`config.mk`:
```
export PLATFORM = sky130hd
export DESIGN_NAME = prog_uart_streamer_flat
export DESIGN_NICKNAME = d
export VERILOG_FILES = /design/src/rtl/prog_uart_pkg.sv /design/src/rtl/prog_uart_streamer_if.sv /design/src/rtl/prog_uart_streamer_bit_timer.sv /design/src/rtl/prog_uart_streamer.sv /design/src/flat_wrapper.sv
export SDC_FILE = /design/constraint.sdc
export NUM_CORES = 1
export LEC_CHECK = 0
export ABC_AREA = 1
export CAP_MARGIN = 20
export CELL_PAD_IN_SITES_DETAIL_PLACEMENT = 0
export CELL_PAD_IN_SITES_GLOBAL_PLACEMENT = 2
export CORE_MARGIN = 5
export CORE_UTILIZATION = 34
export DETAILED_ROUTE_END_ITERATION = 12
export GPL_TIMING_DRIVEN = 0
export PLACE_DENSITY = 0.86
export SYNTH_ARGS = -nofsm -noshare
export SYNTH_HDL_FRONTEND = slang
export SYNTH_SLANG_ARGS = --single-unit
```
`constraint.sdc`:
```
create_clock -name clock -period 3.7 [get_ports clock]
set_input_delay 0.74 -clock clock [delete_from_list [all_inputs] [get_ports clock]]
set_output_delay 0.74 -clock clock [all_outputs]
set_load 0.02 [all_outputs]
```
`src/rtl/prog_uart_pkg.sv`:
```
// Shared types and helpers for the program-image UART streamer.
package prog_uart_pkg;

    localparam int UART_DATA_BITS = 8;

    typedef enum logic [3:0] {
        IDLE,
        FETCH,
        LOAD,
        START,
        DATA,
        STOP,
        GAP,
        CSUM,
        DONE
    } state_t;

    function automatic int bytes_per_word(input int word_w);
        return word_w / UART_DATA_BITS;
    endfunction

endpackage

```
`src/rtl/prog_uart_streamer_if.sv`:
```
// Streamer bus: launch control, synchronous memory read port, serial and status outputs.
interface prog_uart_streamer_if #(
    parameter int WORD_W = 32,
    parameter int DEPTH  = 1024
);
    localparam int AW = $clog2(DEPTH);

    logic              start;
    logic [AW:0]       word_count;
    logic [AW-1:0]     mem_addr;
    logic [WORD_W-1:0] mem_rdata;
    logic              tx;
    logic              busy;
    logic              done;

    modport master (
        input  start, word_count, mem_rdata,
        output mem_addr, tx, busy, done
    );

    modport slave (
        output start, word_count, mem_rdata,
        input  mem_addr, tx, busy, done
    );

endinterface

```
`src/rtl/prog_uart_streamer_bit_timer.sv`:
```
// Bit-period down-counter: reloads while held in load, ticks once per CLKS_PER_BIT cycles otherwise.
module uart_bit_timer #(
    parameter int CLKS_PER_BIT = 868
) (
    input  logic clock,
    input  logic reset,
    input  logic load,
    output logic bit_tick
);
    localparam int            CW     = $clog2(CLKS_PER_BIT);
    localparam logic [CW-1:0] RELOAD = CW'(CLKS_PER_BIT - 1);

    logic [CW-1:0] count;

    always_ff @(posedge clock or posedge reset) begin
        if (reset) begin
            count <= RELOAD;
        end else if (load || count == '0) begin
            count <= RELOAD;
        end else begin
            count <= count - 1'b1;
        end
    end

    assign bit_tick = !load && (count == '0);

endmodule

```
`src/rtl/prog_uart_streamer.sv`:
```
// Streams words from a synchronous memory as 8N1/8N2 UART frames, byte 0 of each word first.
// Define PROG_UART_CHECKSUM_EN to append a two's-complement checksum frame.
module prog_uart_streamer
    import prog_uart_pkg::*;
#(
    parameter int CLKS_PER_BIT = 868,
    parameter int WORD_W       = 32,
    parameter int DEPTH        = 1024,
    parameter int STOP_BITS    = 1,
    parameter int GAP_BITS     = 0
) (
    input logic                  clock,
    input logic                  reset,
    prog_uart_streamer_if.master bus
);
    localparam int          AW      = $clog2(DEPTH);
    localparam int          BPW     = bytes_per_word(WORD_W);
    localparam int          BI_W    = (BPW > 1) ? $clog2(BPW) : 1;
    localparam logic [AW:0] DEPTH_W = (AW + 1)'(DEPTH);

    state_t            state, state_next, frame_next;
    logic              start_q, launch, bit_tick, timer_load, frame_end;
    logic [AW:0]       words_left;
    logic [AW-1:0]     addr_q;
    logic [WORD_W-1:0] shift;
    logic [BI_W-1:0]   byte_idx;
    logic [$clog2(UART_DATA_BITS)-1:0] bit_idx;
    logic              stop_cnt;
    logic [3:0]        gap_cnt;
    logic              bit_last, stop_last, gap_last, byte_last, more_words;
    logic              csum_phase;
    logic [7:0]        csum_byte;
    logic              tx_d, busy_d, done_d, tx_q, busy_q, done_q;

    assign launch     = (state == IDLE) && bus.start && !start_q;
    assign timer_load = !(state inside {START, DATA, STOP, GAP, CSUM});
    assign bit_last   = (int'(bit_idx) == UART_DATA_BITS - 1);
    assign stop_last  = (int'(stop_cnt) == STOP_BITS - 1);
    assign gap_last   = (int'(gap_cnt) == GAP_BITS - 1);
    assign byte_last  = (int'(byte_idx) == BPW - 1);
    assign more_words = (words_left > (AW + 1)'(1));
    assign frame_end  = bit_tick && ((state == STOP && stop_last && GAP_BITS == 0) ||
                                     (state == GAP && gap_last));

    uart_bit_timer #(.CLKS_PER_BIT(CLKS_PER_BIT)) u_timer (
        .clock    (clock),
        .reset    (reset),
        .load     (timer_load),
        .bit_tick (bit_tick)
    );

`ifdef PROG_UART_CHECKSUM_EN
    localparam state_t LAST_WORD_NEXT = CSUM;
    logic [7:0] csum;

    // Each byte is summed as its start bit completes; the checksum frame itself is excluded.
    always_ff @(posedge clock or posedge reset) begin
        if (reset) begin
            csum       <= '0;
            csum_phase <= 1'b0;
        end else begin
            if (launch) begin
                csum       <= '0;
                csum_phase <= 1'b0;
            end
            if (state == START && bit_tick) csum <= csum + shift[7:0];
            if (frame_end && frame_next == CSUM) csum_phase <= 1'b1;
        end
    end

    assign csum_byte = 8'(~csum + 8'd1);
`else
    localparam state_t LAST_WORD_NEXT = DONE;
    assign csum_phase = 1'b0;
    assign csum_byte  = '0;
`endif

    always_ff @(posedge clock or posedge reset) begin
        if (reset) state <= IDLE;
        else       state <= state_next;
    end

    always_comb begin
        if (csum_phase)      frame_next = DONE;
        else if (!byte_last) frame_next = START;
        else if (more_words) frame_next = FETCH;
        else                 frame_next = LAST_WORD_NEXT;
    end

    always_comb begin
        state_next = state;
        case (state)
            IDLE:        if (launch) state_next = (bus.word_count == '0) ? DONE : FETCH;
            FETCH:       state_next = LOAD;
            LOAD:        state_next = START;
            START, CSUM: if (bit_tick) state_next = DATA;
            DATA:        if (bit_tick && bit_last) state_next = STOP;
            STOP:        if (bit_tick && stop_last) state_next = (GAP_BITS == 0) ? frame_next : GAP;
            GAP:         if (bit_tick && gap_last) state_next = frame_next;
            DONE:        state_next = IDLE;
            default:     state_next = IDLE;
        endcase
    end

    always_comb begin
        case (state)
            START, CSUM: tx_d = 1'b0;
            DATA:        tx_d = shift[0];
            default:     tx_d = 1'b1;
        endcase
        busy_d = !(state == IDLE || state == DONE);
        done_d = (state == DONE);
    end

    // Shift register walks bytes LSB-first; after eight shifts the next byte sits at [7:0].
    always_ff @(posedge clock or posedge reset) begin
        if (reset) begin
            start_q    <= 1'b0;
            words_left <= '0;
            addr_q     <= '0;
            shift      <= '0;
            byte_idx   <= '0;
            bit_idx    <= '0;
            stop_cnt   <= 1'b0;
            gap_cnt    <= '0;
        end else begin
            start_q <= bus.start;
            if (launch) begin
                words_left <= (bus.word_count > DEPTH_W) ? DEPTH_W : bus.word_count;
                addr_q     <= '0;
            end
            if (state == LOAD) begin
                shift    <= bus.mem_rdata;
                byte_idx <= '0;
            end
            if (state == DATA && bit_tick) begin
                shift   <= shift >> 1;
                bit_idx <= bit_idx + 1'b1;
            end
            if (state == STOP && bit_tick) stop_cnt <= stop_last ? 1'b0 : ~stop_cnt;
            if (state == GAP && bit_tick)  gap_cnt  <= gap_last ? '0 : gap_cnt + 1'b1;
            if (frame_end) begin
                if (frame_next == START) byte_idx <= byte_idx + 1'b1;
                if (frame_next == FETCH) begin
                    addr_q     <= addr_q + 1'b1;
                    words_left <= words_left - 1'b1;
                end
                if (frame_next == CSUM) shift <= WORD_W'(csum_byte);
            end
        end
    end

    always_ff @(posedge clock or posedge reset) begin
        if (reset) begin
            tx_q   <= 1'b1;
            busy_q <= 1'b0;
            done_q <= 1'b0;
        end else begin
            tx_q   <= tx_d;
            busy_q <= busy_d;
            done_q <= done_d;
        end
    end

    assign bus.tx       = tx_q;
    assign bus.busy     = busy_q;
    assign bus.done     = done_q;
    assign bus.mem_addr = addr_q;

endmodule

```
`src/flat_wrapper.sv`:
```
// flat-port wrapper written by rule: the top's interface ports become plain ports
module prog_uart_streamer_flat import prog_uart_pkg::*;
#(
    parameter int CLKS_PER_BIT = 868,
    parameter int WORD_W       = 32,
    parameter int DEPTH        = 1024,
    parameter int STOP_BITS    = 1,
    parameter int GAP_BITS     = 0
)
  (clock, reset, bus_start, bus_word_count, bus_mem_rdata, bus_mem_addr, bus_tx, bus_busy, bus_done);
  prog_uart_streamer_if #(.WORD_W(WORD_W), .DEPTH(DEPTH)) bus_i ();
  input logic clock;
  input logic reset;
  input wire logic [$bits(bus_i.start)-1:0] bus_start;
  input wire logic [$bits(bus_i.word_count)-1:0] bus_word_count;
  input wire logic [$bits(bus_i.mem_rdata)-1:0] bus_mem_rdata;
  output wire logic [$bits(bus_i.mem_addr)-1:0] bus_mem_addr;
  output wire logic [$bits(bus_i.tx)-1:0] bus_tx;
  output wire logic [$bits(bus_i.busy)-1:0] bus_busy;
  output wire logic [$bits(bus_i.done)-1:0] bus_done;
  assign bus_i.start = bus_start;
  assign bus_i.word_count = bus_word_count;
  assign bus_i.mem_rdata = bus_mem_rdata;
  assign bus_mem_addr = bus_i.mem_addr;
  assign bus_tx = bus_i.tx;
  assign bus_busy = bus_i.busy;
  assign bus_done = bus_i.done;
  prog_uart_streamer #(.CLKS_PER_BIT(CLKS_PER_BIT), .WORD_W(WORD_W), .DEPTH(DEPTH), .STOP_BITS(STOP_BITS), .GAP_BITS(GAP_BITS)) u_core (.clock(clock), .reset(reset), .bus(bus_i));
endmodule
```
* Word level (Yosys, flattened, before mapping)
Cells that the tools add are included. Widths: inputs -> output; s select.
Storage, ports and cells: bits in writable memories 0, logic and storage cells 84, latch bits 0, flip-flop bits (word level) 77, input bits 46, memories kept 0, output and inout bits 13, memory bits (read-only) 0
Operators by class: mux-type cells 25, multiply operators 0, $lt $le $gt $ge 2, add/subtract/negate cells 5, bitwise operators 3, eq/ne operators 17, reductions and logical operators 20, shift operators 0, div/mod/pow operators 0
Operators by type and width (number):
- $mux 32 | 4
- $mux 11 | 4
- $mux 10 | 4
- $mux 4 | 7
- $pmux 4 s7 | 1
- $eq 4x3->1 const B | 5
- $eq 4x2->1 const B | 3
- $gt 11x1->1 const B | 1
- $gt 11x11->1 const B | 1
- $logic_not 11->1 | 1
- $sub 11x1->11 const B | 1
- $add 10x1->10 const B | 1
- $logic_not 10->1 | 1
- $sub 10x1->10 const B | 1
- $logic_and 1x1->1 | 9
- $eq 4x1->1 const B | 2
- $mux 2 | 3
- $ne 2x1->1 const B | 3
- $reduce_and 5->1 | 1
- $reduce_bool 5->1 | 1
- $eq 4x4->1 const B | 1
- $logic_not 4->1 | 1
- $add 3x1->3 const B | 1
- $eq 3x1->1 const B | 1
- 9 further kinds | 14

* Depth between registers and ports, before layout
word-level depth 7, gate-level depth with buffers 12, mapped depth without buffers 12

* Cells and area by module
A second synthesis with hierarchy kept.
Second synthesis, totals: cell total of the unflattened synthesis 500, area total of the unflattened synthesis 4037.6 sq um
By module, submodules not included:
- prog_uart_streamer | times used 1, sequential area each 1652.8 sq um, area an instance 3507.1 sq um, cells each 436
- uart_bit_timer | times used 1, sequential area each 257.7 sq um, area an instance 530.5 sq um, cells each 64

* Worst setup path before layout
Ideal clock, no wire load.
path kind reg2reg, start point register u_core.u_timer.count[0], end point register u_core.addr_q[3], in the netlist u_core.bus.mem_addr[3], setup time 113 ps, data arrival time 1575 ps, setup slack 2012 ps, clock period less this slack 1688 ps, cell stages (with the launch flop) 13, path buffers 1, cell sequence dfstp_2 inv_1 ha_1 inv_1 nor2_4 nand3_2 nor2_8 nand2_2 nor2_8 buf_6 nand3_2 nand2_1 inv_1
On the way: cells in the longest elaborated chain, start to end 4
RTL lines:
- start: declaration | line prog_uart_streamer_bit_timer.sv:13 | logic [CW-1:0] count;
- start signal: assignment | line prog_uart_streamer_bit_timer.sv:21 | count <= count - 1'b1;
- $logic_not 10->1 | line prog_uart_streamer_bit_timer.sv:25 | assign bit_tick = !load && (count == '0);
- $logic_and 1x1->1 | line prog_uart_streamer_bit_timer.sv:25
- $logic_and 1x1->1 | line prog_uart_streamer.sv:42 | assign frame_end = bit_tick && ((state == STOP && stop_last && GAP_BITS == 0) ||
- $mux 10 | line prog_uart_streamer.sv:142 | if (frame_end) begin
- end signal: assignment | line prog_uart_streamer.sv:145 | addr_q <= addr_q + 1'b1;
- end: declaration | line prog_uart_streamer.sv:24 | logic [AW-1:0] addr_q;
No other way between the ends. A chain may end at the register's enable or synchronous reset.

* Worst setup path after layout
start point register u_core.addr_q[3], in the netlist u_core.bus.mem_addr[3], end point output port bus_mem_addr[3]
RTL lines:
- end: declaration | line flat_wrapper.sv:17 | output wire logic [$bits(bus_i.mem_addr)-1:0] bus_mem_addr;
No word-level cell between the ends.

==> impl_metrics.env <==
export IMPL_outcome="finished, final reports clean"
export IMPL_critical_path_arrival_ns=1.46
export IMPL_slew_violations=0
export IMPL_numPortBuffers=58
export IMPL_die_area_um2=15000
export IMPL_viasPerCell=4.76
export IMPL_grt_usage=0.153
export IMPL_clkLatencyLatePin_ns=0.34
export IMPL_critPathSlowestCell="clkdlybuf4s50_1"
export IMPL_drt_wirelength_per_cell_um=12.9
export IMPL_cp_required_ns=2.96
export IMPL_hold_class="reg2reg"
export IMPL_ys_seq_elements=76
export IMPL_post_dp_hpwl_um=7940
export IMPL_syn_num_nets=630
export IMPL_drt_wl_total_um=10600
export IMPL_crit_fanout=7
export IMPL_ant_nets=0
export IMPL_fin_ws_ns=1.50
export IMPL_coreArea_um2=12500
export IMPL_cts_tree="yes"
export IMPL_critPathTopFamily="buffers and inverters"
export IMPL_nNetsFinal=700
export IMPL_max_slew_worst_pin_slew_ns=0.474
export IMPL_skew_ns=0.00449
export IMPL_critical_path_cell_chain="clkdlybuf4s50_1"
export IMPL_diodes=0
export IMPL_finalSetupViolCount=0
export IMPL_relSlewSlack=0.682
export IMPL_final_area_um2=5410
export IMPL_start_util=0.343
export IMPL_seq_area_frac_synth=0.444
export IMPL_cap_violations=0
export IMPL_r2r_setup_slack_ns=1.78
export IMPL_rsz0062_at_grt="no"
export IMPL_path_buf_inv=1
export IMPL_cts_resized=0
export IMPL_first_global_vias=3781
export IMPL_netlist_top_cells_area="dfrtp_1 40%, nand3_1 14%, nand2_1 13%, nor2_1 5.7%, inv_1 4.8%"
export IMPL_endpoint_kind="primary output"
export IMPL_hold_violations=0
export IMPL_synth_cell_area_um2=4300
export IMPL_syn_to_final_growth_pct=25.8
export IMPL_vias=3915
export IMPL_syn_avg_cell_area_um2=7.46
export IMPL_ys_warnings_count=0
export IMPL_grt_max_degree=59
export IMPL_netlist_area_leader_share=0.402
export IMPL_post_route_period_util=0.594
export IMPL_grt_pass1_wl_um=18200
export IMPL_most_common_layout_cells="154 x nand2_1, 120 x nand3_1, 69 x dfrtp_1, 65 x nor2_1, 58 x clkdlybuf4s50_1"
export IMPL_pin_count=59
export IMPL_vdd_drop_max_mv=0.178
export IMPL_clkTransAtPathRegs_ns=0.06
export IMPL_layout_commonest_cell="nand2_1"
export IMPL_cts_setup_buffers=0
export IMPL_dpl_cell_area_um2=5120
export IMPL_die_w_um=122
export IMPL_clock_sinks=76
export IMPL_die_y_um=122
export IMPL_cts_buffers=9
export IMPL_final_layout_size_suffix_gt1_frac=0.0906
export IMPL_path_class="reg2out"
export IMPL_critPathMaxStageDelay_ns=0.65
export IMPL_critPathLaunchType="register"
export IMPL_synthCells=576
export IMPL_firstDrtPassIters=7
export IMPL_grt_overflow=0
export IMPL_antenna_found_initial=0
export IMPL_period_needed_ns=2.20
export IMPL_synth_area_leader_cell="dfrtp_1"
export IMPL_powerDensity_nw_per_um2=331
export IMPL_clock_fmax_mhz=455
export IMPL_ys_types=28
export IMPL_row_count=41
export IMPL_htree_levels=3
export IMPL_dp_slack_ns=1.39
export IMPL_leakage_nw=2.56
export IMPL_postCtsHoldBufs=0
export IMPL_drc=0
export IMPL_root_buffer="clkbuf_16"
export IMPL_cts_path_max_buffers=2
export IMPL_routabilityCongestion=0.787
export IMPL_drt_initial_drc_count=240
==> layer usage <==
| metal | vias to the layer above | GRT usage | wire, µm |
|---|---|---|---|
| li1 | 1992 | - | - |
| met1 | 1837 | 0.213 | 5080 |
| met2 | 73 | 0.234 | 4920 |
| met3 | 13 | 0.0369 | 465 |
| met4 | 0 | 0.0504 | 129 |
| met5 | - | 0 | 0 |
==> cell type report <==
class | instances | area [µm²]
Clock inverter | 4 | 25.0
Fill cell | 1348 | 7110
Sequential cell | 76 | 1910
Inverter | 59 | 224
Tap cell | 172 | 215
Timing Repair Buffer | 59 | 608
Multi-Input combinational cell | 423 | 2080
Buffer | 18 | 87.6
Clock buffer | 12 | 256
==> flip-flops by register name, indices dropped and copies added, names as in the netlist <==
name	cells
u_core.bus.mem_addr	10
u_core.state	4
u_core.bus.done	1
u_core.bus.tx	1
u_core.u_timer.count	10
u_core.byte_idx	2
u_core.bit_idx	3
u_core.shift	32
u_core.bus.busy	1
u_core.words_left	11
u_core.start_q	1
==> worst paths after layout <==
check / startpoint / end / cells after the start
max: u_core.bus.mem_addr[3] / bus_mem_addr[3] / 1
min: u_core.u_timer.count[0] / u_core.u_timer.count[0] / 1
max reg2reg: u_core.u_timer.count[0] / u_core.bus.mem_addr[3] / 12
min reg2reg: u_core.u_timer.count[0] / u_core.u_timer.count[0] / 1
max in group asynchronous: reset / u_core.u_timer.count[6] / 3
min in group asynchronous: reset / u_core.bus.mem_addr[9] / 2
==> cell usage after synthesis <==
cell type / instances
nor2_1: 65
dfrtp_1: 69
nand2_1: 154
nand3b_1: 1
inv_2: 4
buf_4: 1
nand4_1: 9
inv_1: 55
buf_2: 7
nor2_8: 2
dfstp_2: 7
o21ai_1: 4
nor3_1: 7
clkbuf_1: 7
nor2_2: 2
nand3_1: 120
o21ai_0: 12
ha_1: 8
a21oi_2: 2
o211ai_1: 2
nand2_2: 7
xnor2_1: 9
a21oi_1: 4
buf_1: 2
nor2_4: 6
xor2_1: 6
buf_6: 1
nand3_2: 3
==> power by group <==
part           leakage (nW)  internal (W)  switching [W]
clock network         0.135      0.000488       0.000345
logic                  1.53     0.0000561      0.0000392
registers             0.895      0.000850     0.00000977
==> worst reg2reg max path, cell delays in order (launching register included) <==
cell and delay, ns:
dfstp_2 0.37, inv_1 0.09, ha_1 0.17, inv_1 0.07, nor2_4 0.12, nand3_2 0.13, nor2_8 0.18, nand2_2 0.11
nor2_8 0.22, buf_6 0.19, nand3_2 0.07, nand2_1 0.07, inv_1 0.03
==> per-stage QoR <==
stage                     cells  hold slack [ns]  total power (W)  utilization  setup TNS, ns
after global routing        823            0.488          0.00187        0.432              0
final                       823            0.465          0.00179        0.432              0
after floorplan             576            0.436         0.000906            -              0
after global placement      806            0.446         0.000967        0.407         -30.23
after CTS                   823            0.470          0.00182        0.432              0
after detailed placement    807            0.454         0.000973        0.409              0
==> kinds of logic after synthesis <==
| family | count (synthesis) | share of synthesized area |
|---|---|---|
| buffers and inverters | 77 | 0.0719 |
| AOI/OAI and AO/OA | 24 | 0.0309 |
| and+or+nand+nor | 376 | 0.399 |
| xor gates and xnor gates | 15 | 0.0306 |
| adders and majority gates | 8 | 0.0233 |
| DFF | 76 | 0.444 |
Power figures use the tool's default switching activity.
